### src/rtl/sseg_scan_scheduler_if.sv
// Update handshake bundle between the BCD result logic and the scan scheduler.
// The producer drives the digit set; the scheduler answers with upd_ready.
interface sseg_scan_scheduler_if;
  logic       upd_valid;
  logic       upd_ready;
  logic [3:0] one;
  logic [3:0] ten;
  logic [3:0] hunnid;
  logic [3:0] thousand;

  modport master (
    output upd_valid,
    output one,
    output ten,
    output hunnid,
    output thousand,
    input  upd_ready
  );

  modport slave (
    input  upd_valid,
    input  one,
    input  ten,
    input  hunnid,
    input  thousand,
    output upd_ready
  );
endinterface

### src/rtl/sseg_scan_scheduler.sv
// 4-digit seven-segment scan scheduler: slot timing, anode guard, LZ blanking
// and frame-synchronous commit of new digit sets.
module sseg_scan_scheduler #(
  parameter int TICK_DIV     = 100000,
  parameter int GUARD_CYCLES = 16
) (
  input  logic                  clk,
  input  logic                  reset,
  sseg_scan_scheduler_if.slave  upd,
  input  logic                  lz_en,
  output logic [1:0]            select,
  output logic [3:0]            digit,
  output logic                  blank,
  output logic                  frame_tick
);

  localparam int CW = (TICK_DIV > 2) ? $clog2(TICK_DIV) : 1;
  localparam logic [CW-1:0] LAST  = CW'(TICK_DIV - 1);
  localparam logic [CW-1:0] GUARD = CW'(GUARD_CYCLES);

  logic [CW-1:0] cnt;
  logic [CW-1:0] cnt_n;
  logic [1:0]    sel_n;
  logic          wrap;
  logic          boundary;
  logic          commit;
  logic          accept;
  logic [15:0]   disp;
  logic [15:0]   disp_n;
  logic [15:0]   pend;
  logic          lz_q;
  logic          lz_now;
  logic          blank_n;
  logic          tick_n;
  logic [3:0]    digit_n;

  assign wrap     = (cnt == LAST);
  assign boundary = wrap && (select == 2'd3);
  // upd_ready low means an accepted set is waiting for the boundary
  assign commit   = boundary && !upd.upd_ready;
  assign accept   = upd.upd_valid && upd.upd_ready;

  assign cnt_n  = wrap ? '0 : cnt + CW'(1);
  assign sel_n  = wrap ? select + 2'd1 : select;
  assign disp_n = commit ? pend : disp;
  assign tick_n = (cnt_n == LAST) && (sel_n == 2'd3);

  always_comb begin
    lz_now = 1'b0;
    unique case (select)
      2'd3: lz_now = (disp[15:12] == 4'd0);
      2'd2: lz_now = (disp[15:8] == 8'd0);
      2'd1: lz_now = (disp[15:4] == 12'd0);
      2'd0: lz_now = 1'b0;
    endcase
    lz_now = lz_now && lz_en;
  end

  always_comb begin
    digit_n = disp_n[3:0];
    unique case (sel_n)
      2'd0: digit_n = disp_n[3:0];
      2'd1: digit_n = disp_n[7:4];
      2'd2: digit_n = disp_n[11:8];
      2'd3: digit_n = disp_n[15:12];
    endcase
  end

  // LZ decision is frozen during the slot-start cycle, used from cnt=1 on
  always_comb begin
    blank_n = (cnt_n < GUARD);
    if (cnt == '0)
      blank_n = blank_n || lz_now;
    else
      blank_n = blank_n || lz_q;
  end

  always_ff @(posedge clk) begin
    if (reset) begin
      cnt           <= '0;
      select        <= 2'd0;
      digit         <= 4'd0;
      blank         <= 1'b1;
      frame_tick    <= 1'b0;
      upd.upd_ready <= 1'b1;
      disp          <= 16'd0;
      pend          <= 16'd0;
      lz_q          <= 1'b0;
    end else begin
      cnt        <= cnt_n;
      select     <= sel_n;
      digit      <= digit_n;
      blank      <= blank_n;
      frame_tick <= tick_n;
      if (cnt == '0)
        lz_q <= lz_now;
      if (commit) begin
        disp          <= pend;
        upd.upd_ready <= 1'b1;
      end else if (accept) begin
        pend          <= {upd.thousand, upd.hunnid,
                          upd.ten, upd.one};
        upd.upd_ready <= 1'b0;
      end
    end
  end

endmodule

### src/flat_wrapper.sv
// flat-port wrapper written by rule: the top's interface ports become plain ports
module sseg_scan_scheduler_flat 
#(
  parameter int TICK_DIV     = 100000,
  parameter int GUARD_CYCLES = 16
)
  (clk, reset, lz_en, select, digit, blank, frame_tick, upd_upd_valid, upd_one, upd_ten, upd_hunnid, upd_thousand, upd_upd_ready);
  sseg_scan_scheduler_if upd_i ();
  input  logic clk;
  input  logic reset;
  input  logic lz_en;
  output logic [1:0] select;
  output logic [3:0] digit;
  output logic blank;
  output logic frame_tick;
  input wire logic [$bits(upd_i.upd_valid)-1:0] upd_upd_valid;
  input wire logic [$bits(upd_i.one)-1:0] upd_one;
  input wire logic [$bits(upd_i.ten)-1:0] upd_ten;
  input wire logic [$bits(upd_i.hunnid)-1:0] upd_hunnid;
  input wire logic [$bits(upd_i.thousand)-1:0] upd_thousand;
  output wire logic [$bits(upd_i.upd_ready)-1:0] upd_upd_ready;
  assign upd_i.upd_valid = upd_upd_valid;
  assign upd_i.one = upd_one;
  assign upd_i.ten = upd_ten;
  assign upd_i.hunnid = upd_hunnid;
  assign upd_i.thousand = upd_thousand;
  assign upd_upd_ready = upd_i.upd_ready;
  sseg_scan_scheduler #(.TICK_DIV(TICK_DIV), .GUARD_CYCLES(GUARD_CYCLES)) u_core (.clk(clk), .reset(reset), .upd(upd_i), .lz_en(lz_en), .select(select), .digit(digit), .blank(blank), .frame_tick(frame_tick));
endmodule
### config.mk
export PLATFORM = sky130hd
export DESIGN_NAME = sseg_scan_scheduler_flat
export DESIGN_NICKNAME = d
export VERILOG_FILES = /design/src/rtl/sseg_scan_scheduler_if.sv /design/src/rtl/sseg_scan_scheduler.sv /design/src/flat_wrapper.sv
export SDC_FILE = /design/constraint.sdc
export NUM_CORES = 1
export LEC_CHECK = 0
export BUFFER_PORTS_ARGS = -buffer_cell sky130_fd_sc_hd__buf_2
export CORE_MARGIN = 10
export CORE_UTILIZATION = 55
export CTS_CLUSTER_SIZE = 25
export DETAILED_ROUTE_END_ITERATION = 16
export GPL_ROUTABILITY_DRIVEN = 0
export PLACE_DENSITY_LB_ADDON = 0.1
export SYNTH_ARGS = -nofsm -noshare
export SYNTH_HDL_FRONTEND = slang
export SYNTH_SLANG_ARGS = --single-unit
### constraint.sdc
create_clock -name clk -period 7.05 [get_ports clk]
set_clock_uncertainty 0.05 [all_clocks]
set_input_delay 1.0575 -clock clk [delete_from_list [all_inputs] [get_ports clk]]
set_output_delay 1.0575 -clock clk [all_outputs]
set_load 0.01 [all_outputs]
==> results.tsv <==
metric	value	unit
status	finished, final reports clean	
Port Buffers	28	
Setup CP Type	reg2reg	
syn_nets	439	
TritonCTS clock tree	built	
Internal Power	0.499	mW
Hold WS	0.420	ns
largest net degree at the start of global routing	45	
Synth area leaders	dfxtp_1 (37%), nand2_1 (13%), a21oi_1 (6.0%)	
setup TNS	0	ns
Leak	1.31	nW
crit path DAT	2.98	ns
Clock power frac	42.8	%
Total GRT Usage	18.1	%
DRT Pass-1 Iters	5	
PwrDens	193	nW/um^2
grt ovf	0	
Setup crit end kind	flop	
Die Wd	95.9	um
peak supply drop	148	uV
Synth Register Bits	59	
Cells after Synth	413	
part of the cycle the worst path needs	39.8	%
worst-margin pin slew	1.18	ns
Slew headroom	20.7	%
postcts setup bufs	0	
number of distinct library cells after synthesis	52	
most common cell in the synthesized netlist	nand2_1	
CP delay by family, top	simple AND/OR/NAND/NOR gates	
RSZ-0062 raised after global routing	false	
r2r setup slk	4.25	ns
YS warnings	0	
Max Buffers Root-to-Sink	2	
fmax	357	MHz
sw power	0.163	mW
Sink Count	59	
DRT iter0 DRCs	171	
final setup vio count	0	
critical path peak fanout	10	
Max Cap Violations	0	
die area	9200	sq um
Max stage delay on crit path	0.54	ns
top-area cell type share of the netlist area	37.3	%
Flop pwr share	52.6	%
top_reg_cell synth	dfxtp_1	
synthesized area per cell	7.67	sq um
WP buf/inv	0	
Startpoint Class	flop	
mapped cell area	3170	sq um
CTS Root Cell	clkbuf_8	
Clock transition at path regs	0.07	ns
I/O pin total	29	
initial antenna violation count	0	
Hold Fails Final Rpt	0	
hold buffers post-CTS	0	
NumNets Final	446	
post_cts resized	0	
register area share after synthesis	37.3	%
synth cell count leaders	nand2_1 (106), dfxtp_1 (59), a21oi_1 (38), nor2_1 (31), a211oi_1 (16)	
number of flops mapped to enable cells by yosys	0	
antenna viol nets, final	0	
CP Cell Sequence	ha_1 -> and4_4 -> and4_1 -> nand2_4 -> a21oi_2 -> mux2_2 -> a211o_1	
required time of the critical path	7.23	ns
area leader, netlist	dfxtp_1	
wire per inst	15.6	um
P&R area growth vs syn	7.94	%
Initial Util	57.2	%
fin. max-slew vios	0	
slowest CP cell	and4_1	
num rows	27	
core region area	5540	sq um
post-DP HPWL	5390	um
sw frac	24.6	%
n_diodes	0	
vias in the first global route	2679	
global-route wire length before repair	13200	um
total CTS buffers	9	
Die Y	95.9	um
wirelength, routed	7770	um
H-tree depth	3	
Comb power frac	4.7	%
worst skew pair latency	0.34	ns
routed via count	2864	
share of layout cells above drive strength 1	13.2	%
DR vias/cell	5.76	
min-delay worst type	reg2reg	
ys async rst share	0	%
Residual DRC	0	
min cycle time layout	2.80	ns
## cell usage in the layout (no fill, tap or decap), types with 3 or more instances in the layout
cell,synthesis,final
mux2_2,4,4
and3_1,5,5
buf_2,12,28
ha_1,6,6
nor2_1,31,31
dfxtp_1,59,59
inv_1,6,6
o21ai_0,3,3
xor2_1,9,9
and2_1,11,11
a22oi_1,4,4
a211o_1,4,4
nand4_1,11,11
nand2_1,106,106
a21oi_1,38,38
a311oi_1,5,5
xnor2_1,9,9
nand3_1,8,8
clkbuf_8,0,11
nor3_1,9,9
nor4_1,7,7
a211oi_1,16,16
## cell families after synthesis
family,share of synthesized area (%)
simple gates,30.3
buf+inv,6.00
flops,37.3
compound gates,17.3
fa+ha+maj,2.37
xor+xnor,4.97
mux,1.74
## registers in the layout (all words and copies together) (netlist names)
register,cells
u_core.digit,4
u_core.disp,16
u_core.select,2
u_core.pend,16
u_core.blank,1
u_core.upd.upd_ready,1
u_core.lz_q,1
u_core.frame_tick,1
u_core.cnt,17
## worst paths after layout
check / depth (start not counted) / endpoint / startpoint
setup / recovery: 7 / u_core.digit[1]$_SDFF_PP0_ / u_core.cnt[0]$_SDFF_PP0_
hold / removal: 2 / u_core.pend[15]$_SDFFE_PP0P_ / u_core.pend[15]$_SDFFE_PP0P_
setup reg to reg: 7 / u_core.digit[1]$_SDFF_PP0_ / u_core.cnt[0]$_SDFF_PP0_
hold reg to reg: 2 / u_core.pend[15]$_SDFFE_PP0P_ / u_core.pend[15]$_SDFFE_PP0P_
## cell type report
cell class                 instances  area, sq um
fill                             521         2120
timing repair buffer              28          140
sequential                        59         1180
clock inverter                     4         25.0
multi-input combinational        315         1800
tap                               72         90.1
inverter                           7         26.3
clock buffer                      12          155
## power groups by stage
stage,clock network [mW],registers (mW),logic [mW]
after CTS,0.287,0.347,0.0314
after global placement,0,0.355,0.0309
after detailed placement,0,0.355,0.0312
after global routing,0.302,0.348,0.0359
after floorplan,0,0.352,0.0223
final,0.283,0.347,0.0310
## stage by stage
step | util [%] | area (sq um) | std cells | setup slack, ns | total power, mW
6_report | 61.7 | 3420 | 497 | 4.25 | 0.661
5_1_grt | 61.7 | 3420 | 497 | 3.97 | 0.686
4_1_cts | 61.7 | 3420 | 497 | 4.26 | 0.666
3_5_place_dp | 58.5 | 3240 | 481 | 4.09 | 0.386
3_3_place_gp | 58.5 | 3240 | 481 | 4.29 | 0.386
2_1_floorplan | - | 3170 | 413 | 4.69 | 0.374
## tightest hold or removal path: stages (launching register included)
cell     delay (ns)
dfxtp_1        0.32
nand2_1        0.06
a21oi_1        0.05
## layer usage
layer  wire length [um]  GRT usage [%]  part of all wire, %
met1               3430           22.4                   44
met3                383           5.14                  4.9
met4                138           7.00                  1.8
met5                  0              0                    0
met2               3820           29.0                   49
Power figures use the tool's default switching activity.
